--- config.mk ---
export PLATFORM = sky130hd
export DESIGN_NAME = fetch_unit
export DESIGN_NICKNAME = d
export VERILOG_FILES = /design/src/rtl/fetch_pkg.sv /design/src/rtl/fetch_fifo.sv /design/src/rtl/fetch_unit.sv
export SDC_FILE = /design/constraint.sdc
export NUM_CORES = 1
export LEC_CHECK = 0
export BUFFER_PORTS_ARGS = -buffer_cell sky130_fd_sc_hd__buf_2
export CAP_MARGIN = 15
export CORE_MARGIN = 3
export CORE_UTILIZATION = 25
export DETAILED_ROUTE_END_ITERATION = 6
export GPL_TIMING_DRIVEN = 0
export PLACE_DENSITY = 0.55
export SLEW_MARGIN = 20
export SYNTH_ARGS = -nofsm -noshare
export SYNTH_HDL_FRONTEND = slang
export SYNTH_SLANG_ARGS = --single-unit
--- constraint.sdc ---
create_clock -name clk -period 1.98 [get_ports clk]
set_clock_uncertainty 0.15 [all_clocks]
set_input_delay 0.297 -clock clk [delete_from_list [all_inputs] [get_ports clk]]
set_output_delay 0.297 -clock clk [all_outputs]
set_load 0.01 [all_outputs]
--- src/rtl/fetch_pkg.sv ---
// Shared types and widths for the instruction fetch stage.
package fetch_pkg;

  localparam int unsigned WORD_W     = 16;
  localparam int unsigned ADDR_W     = 16;
  localparam int unsigned FIFO_DEPTH = 2;

  typedef enum logic {
    RUN,
    HALT
  } fetch_state_t;

  typedef struct packed {
    logic [WORD_W-1:0] word;
    logic [ADDR_W-1:0] pc;
  } fetch_entry_t;

endpackage

--- src/rtl/fetch_fifo.sv ---
// Two-entry prefetch buffer; entry e0 is always the head, so the output needs no read mux.
module fetch_fifo
  import fetch_pkg::*;
(
  input  logic         clk,
  input  logic         rst_n,
  input  logic         flush,
  input  logic         push,
  input  fetch_entry_t push_data,
  input  logic         pop,
  output fetch_entry_t head,
  output logic [1:0]   count
);

  fetch_entry_t e0, e1;
  logic [1:0]   cnt;
  logic         do_pop, do_push;

  always_comb begin
    do_pop  = pop && (cnt != 2'd0);
    do_push = push && ((cnt != 2'd2) || do_pop);
  end

  always_ff @(posedge clk) begin
    if (!rst_n) begin
      e0  <= '0;
      e1  <= '0;
      cnt <= '0;
    end else if (flush) begin
      cnt <= '0;
    end else begin
      unique case (cnt)
        2'd0: begin
          if (do_push) begin
            e0  <= push_data;
            cnt <= 2'd1;
          end
        end
        2'd1: begin
          if (do_push && do_pop) begin
            e0 <= push_data;
          end else if (do_push) begin
            e1  <= push_data;
            cnt <= 2'd2;
          end else if (do_pop) begin
            cnt <= 2'd0;
          end
        end
        2'd2: begin
          if (do_pop) begin
            e0 <= e1;
            if (do_push) e1  <= push_data;
            else         cnt <= 2'd1;
          end
        end
        default: cnt <= '0;
      endcase
    end
  end

  assign head  = e0;
  assign count = cnt;

endmodule

--- src/rtl/fetch_unit.sv ---
// Instruction fetch stage: PC, RUN/HALT control, memory read port and prefetch buffer.
module fetch_unit
  import fetch_pkg::*;
#(
  parameter int unsigned MEM_WORDS = 500,
  parameter logic [15:0] RESET_PC  = 16'd0,
  parameter int unsigned DEPTH     = 2
) (
  input  logic        clk,
  input  logic        rst_n,
  output logic [15:0] mem_addr,
  output logic        mem_re,
  output logic        mem_we,
  input  logic [15:0] mem_data,
  output logic [15:0] instr,
  output logic [15:0] instr_pc,
  output logic        instr_valid,
  input  logic        instr_ready,
  input  logic        redirect,
  input  logic [15:0] redirect_pc,
  output logic        fault
);

  localparam logic [ADDR_W:0] PC_LIMIT = (ADDR_W+1)'(MEM_WORDS);

  function automatic logic in_range(input logic [ADDR_W-1:0] a);
    return {1'b0, a} < PC_LIMIT;
  endfunction

  fetch_state_t      state, state_next;
  logic [ADDR_W-1:0] pc, pc_next;
  logic              fault_q;
  logic              fetch;
  logic [1:0]        count;
  fetch_entry_t      head, push_data;

  // Fetch depends only on registered state and redirect, never on instr_ready.
  always_comb begin
    fetch = rst_n && (state == RUN) && (count < 2'(DEPTH)) && !redirect && in_range(pc);
  end

  always_comb begin
    state_next = state;
    pc_next    = pc;
    if (redirect) begin
      pc_next    = redirect_pc;
      state_next = in_range(redirect_pc) ? RUN : HALT;
    end else begin
      if (fetch) pc_next = pc + 16'd1;
      if ((state == RUN) && !in_range(pc)) state_next = HALT;
    end
  end

  always_ff @(posedge clk) begin
    if (!rst_n) begin
      state   <= RUN;
      pc      <= RESET_PC;
      fault_q <= 1'b0;
    end else begin
      state   <= state_next;
      pc      <= pc_next;
      fault_q <= (state == HALT);
    end
  end

  assign push_data = '{word: mem_data, pc: pc};

  fetch_fifo u_fifo (
    .clk       (clk),
    .rst_n     (rst_n),
    .flush     (redirect),
    .push      (fetch),
    .push_data (push_data),
    .pop       (instr_valid && instr_ready),
    .head      (head),
    .count     (count)
  );

  assign mem_addr    = pc;
  assign mem_re      = fetch;
  assign mem_we      = 1'b0;
  assign instr       = head.word;
  assign instr_pc    = head.pc;
  assign instr_valid = (count != 2'd0);
  assign fault       = fault_q;

endmodule
==> impl_metrics.ini <==
[detailed_routing]
drt_drc_violations_left = 0
dr.first_iter.drc_count = 282
drt.antenna.violating_nets = 0
firstDrtPassIters = 5
avgRoutedWirePerCell_um = 18.66
num_vias = 3861
detail_route.vias_per_cell = 5.155
wl_um = 13980

[logic_synthesis]
synth-seq-cells = 84
synthCells = 416
yosys_warnings = 0
yosys_most_used_dff = sky130_fd_sc_hd__dfxtp_1
edff_count_synth = 0
syn_area_um2 = 3994
synth.distinct_cells = 47
synth_fp_nets = 453
async_flop_share = 0
synth_seq_area_share = 0.4211
post_synth.cell_area_avg_um2 = 9.601

[clocking]
clock-sinks = 84
clk_pin_slew_ns = 0.06
cts_made_buffers = 9
cts-hold-fix-buffers = 0
insertion_delay_ns = 0.35
max-clock-path-buffers = 2
clockRootBuffer = sky130_fd_sc_hd__clkbuf_16
cts.htree.levels = 3
cts_tree = done

[critical_path]
critPathKind = flop to flop
worst-path-buf-inv = 4
timing.critical_path.required_ns = 2.03
slowest_delay_ns = 0.35
worst-path-stages = 8
reg2reg_setup_slack_ns = -0.09
critical_path_arrival_ns = 2.12
timing.critical_path.to = u_fifo.head[24]$_SDFFE_PN0P_
worst_path_slowest_cell = sky130_fd_sc_hd__nor4_4
regToRegStartpoint = mem_addr[14]$_SDFFE_PN0P_
cp_top_family = buffers and inverters
reg2regPathDepth = 8
timing.rr.end = u_fifo.head[24]$_SDFFE_PN0P_
critical_path.startpoint = mem_addr[14]$_SDFFE_PN0P_
path_cells = nor4_4, buf_4, o2111a_2, a31o_1, buf_6, buf_12, buf_16, a211oi_2
cp-start-kind = flop
setup.worst_path.end_class = flop
crit_path_max_fanout = 7

[cells_and_area]
antenna-diode-count = 0
share_of_layout_cells_above_drive_strength_1 = 0.4052
syn2layout_area_growth_pct = 40.79
multi_input_comb_area_um2 = 2370
final_nets = 571
final_core_util = 0.3645
seqCellArea_um2 = 1699
fillCellCount = 1599
final_common_cell = sky130_fd_sc_hd__buf_2
most-common-layout-cells = 89 x sky130_fd_sc_hd__buf_2, 72 x sky130_fd_sc_hd__dfxtp_1, 39 x sky130_fd_sc_hd__mux2i_1

[placed_design]
gp_routability_congestion = 0.8122
pre_cts_ws_ns = -0.4416
hpwlAfterDp_um = 9906
count_of_buffers_from_port_buffering = 85

[timing]
relSlewSlack = 0.4329
fmax_mhz = 482.1
final.setup.worst_slack_ns = -0.09415
unrepaired_setup_endpoints_after_global_routing = yes
pin_slew_with_the_least_headroom_to_its_limit_ns = 0.8507
min_period_ns = 2.074
hold_violations = 0
period_share = 1.048
setup_viol_count_final = 44
drv_slew = 0

[floorplan]
dieArea_um2 = 17530
row_count = 45
start_util = 0.2589
die_width_um = 132.4
ioPinCount = 88
height_of_the_chip_um = 132.4
floorplan.core_area_um2 = 15430

[global_route]
grt_pass1_vias = 3731
grt_antenna_before_repair = 0
grt_max_degree = 14
wire_length_of_the_first_global_routing_pass_um = 21200
grt_use_total = 0.1525
grt-ovfl-total = 0

[run]
timing.max_cap.violations = 0

[power]
vdd.ir_drop.worst_mv = 0.3887
power_leakage_nw = 2.170
cell_pwr_density_nw_per_um2 = 729.4

[status]
violations = setup timing
run_status = finished, violations left

[hold_path]
worst_hold_path_type = input pin to flop
cell families after synthesis:
kind of cell / share of synthesized area
adder cells (fa/ha/maj): 0.003132
flip-flops: 0.4211
AO/OA/AOI/OAI: 0.2506
multiplexers: 0.1028
other: 0.0009389
AND/OR/NAND/NOR: 0.1626
buffers and inverters: 0.05670
XOR/XNOR: 0.002193
state kept, by name, summed over array words and instances (netlist names):
register	flops
fault	1
u_fifo.head	32
u_fifo.e1	32
u_fifo.count	2
mem_addr	16
state	1
where the power goes:
group	internal [mW]	leakage [nW]	switching (mW)	total, mW
Clock	1.00	0.138	0.684	1.69
Combinational	0.261	1.35	0.358	0.619
Sequential	1.74	0.686	0.0584	1.80
worst register-to-register path, stage by stage (launching register included):
cell and delay [ns]:
sky130_fd_sc_hd__dfxtp_2 0.34, sky130_fd_sc_hd__nor4_4 0.35, sky130_fd_sc_hd__buf_4 0.19, sky130_fd_sc_hd__o2111a_2 0.26, sky130_fd_sc_hd__a31o_1 0.17, sky130_fd_sc_hd__buf_6 0.18, sky130_fd_sc_hd__buf_12 0.12, sky130_fd_sc_hd__buf_16 0.11
sky130_fd_sc_hd__a211oi_2 0.06
metrics by stage:
stage | area [µm²] | hold WS [ns] | setup TNS (ns) | std cells | power [mW]
2_1_floorplan | 3994 | 0.2255 | 0 | 416 | 2.097
3_3_place_gp | 4683 | 0.2916 | -9.957 | 712 | 2.284
3_5_place_dp | 4683 | 0.2947 | -12.69 | 712 | 2.295
4_1_cts | 5269 | 0.03820 | -1.226 | 740 | 4.065
5_1_grt | 5623 | 0.05950 | -8.167 | 749 | 4.261
6_report | 5623 | 0.06178 | -1.808 | 749 | 4.101
routing by layer:
| layer | track usage | part of all wire | vias to the layer above |
|---|---|---|---|
| li1 | - | - | 1841 |
| met2 | 0.2470 | 0.48 | 111 |
| met1 | 0.2010 | 0.45 | 1899 |
| met5 | 0 | 0 | - |
| met3 | 0.04466 | 0.054 | 10 |
| met4 | 0.03522 | 0.0099 | 0 |
layout make-up:
class	count	area share
Multi-Input combinational cell	282	0.4215
Sequential cell	84	0.3022
Inverter	3	0.002003
Tap cell	211	0.04695
Timing Repair Buffer	107	0.1186
Buffer	47	0.05674
Clock inverter	4	0.008901
Clock buffer	11	0.04317
cells in the mapped netlist (all sizes together) (2+ instances only):
| cell type | n | area (µm²) |
|---|---|---|
| dfxtp | 84 | 1682 |
| mux2i | 41 | 410.4 |
| a21oi | 29 | 145.1 |
| clkbuf | 28 | 105.1 |
| nand4 | 26 | 168.9 |
| o31ai | 26 | 195.2 |
| a211oi | 21 | 247.7 |
| nand2 | 21 | 78.83 |
| a311oi | 19 | 166.4 |
| buf | 19 | 110.1 |
| nand2b | 18 | 112.6 |
| o211ai | 15 | 117.6 |
| nor2 | 12 | 45.04 |
| o21ai | 11 | 55.05 |
| and3 | 8 | 50.05 |
| nor4 | 4 | 55.05 |
| a31oi | 3 | 18.77 |
| inv | 3 | 11.26 |
| nand3 | 3 | 15.01 |
| or3 | 3 | 18.77 |
| or4 | 3 | 22.52 |
| nor3 | 2 | 10.01 |
| nor3b | 2 | 26.28 |
| o2111ai | 2 | 17.52 |
how the worst min path moves through the flow:
stage                              endpoint                         from  slack (ns)  depth (start not counted)
2_1_floorplan  u_fifo.count[1]$_SDFFE_PP0P_                  instr_ready        0.23                          1
3_3_place_gp    u_fifo.head[4]$_SDFFE_PN0P_  u_fifo.head[4]$_SDFFE_PN0P_        0.29                          2
3_5_place_dp    u_fifo.head[4]$_SDFFE_PN0P_  u_fifo.head[4]$_SDFFE_PN0P_        0.29                          2
4_1_cts        u_fifo.count[1]$_SDFFE_PP0P_                  instr_ready        0.04                          2
5_1_grt        u_fifo.count[1]$_SDFFE_PP0P_                  instr_ready        0.06                          2
6_report       u_fifo.count[1]$_SDFFE_PP0P_                  instr_ready        0.06                          2
repair_timing:
item,CTS,global route
endpoints found under the setup margin,69,70
pin swaps,12,29
buffers inserted,11,8
gates resized for setup,49,64
endpoints found under the hold margin,0,0
gates cloned,2,1
Note: power is estimated with default switching activity, not from simulation.
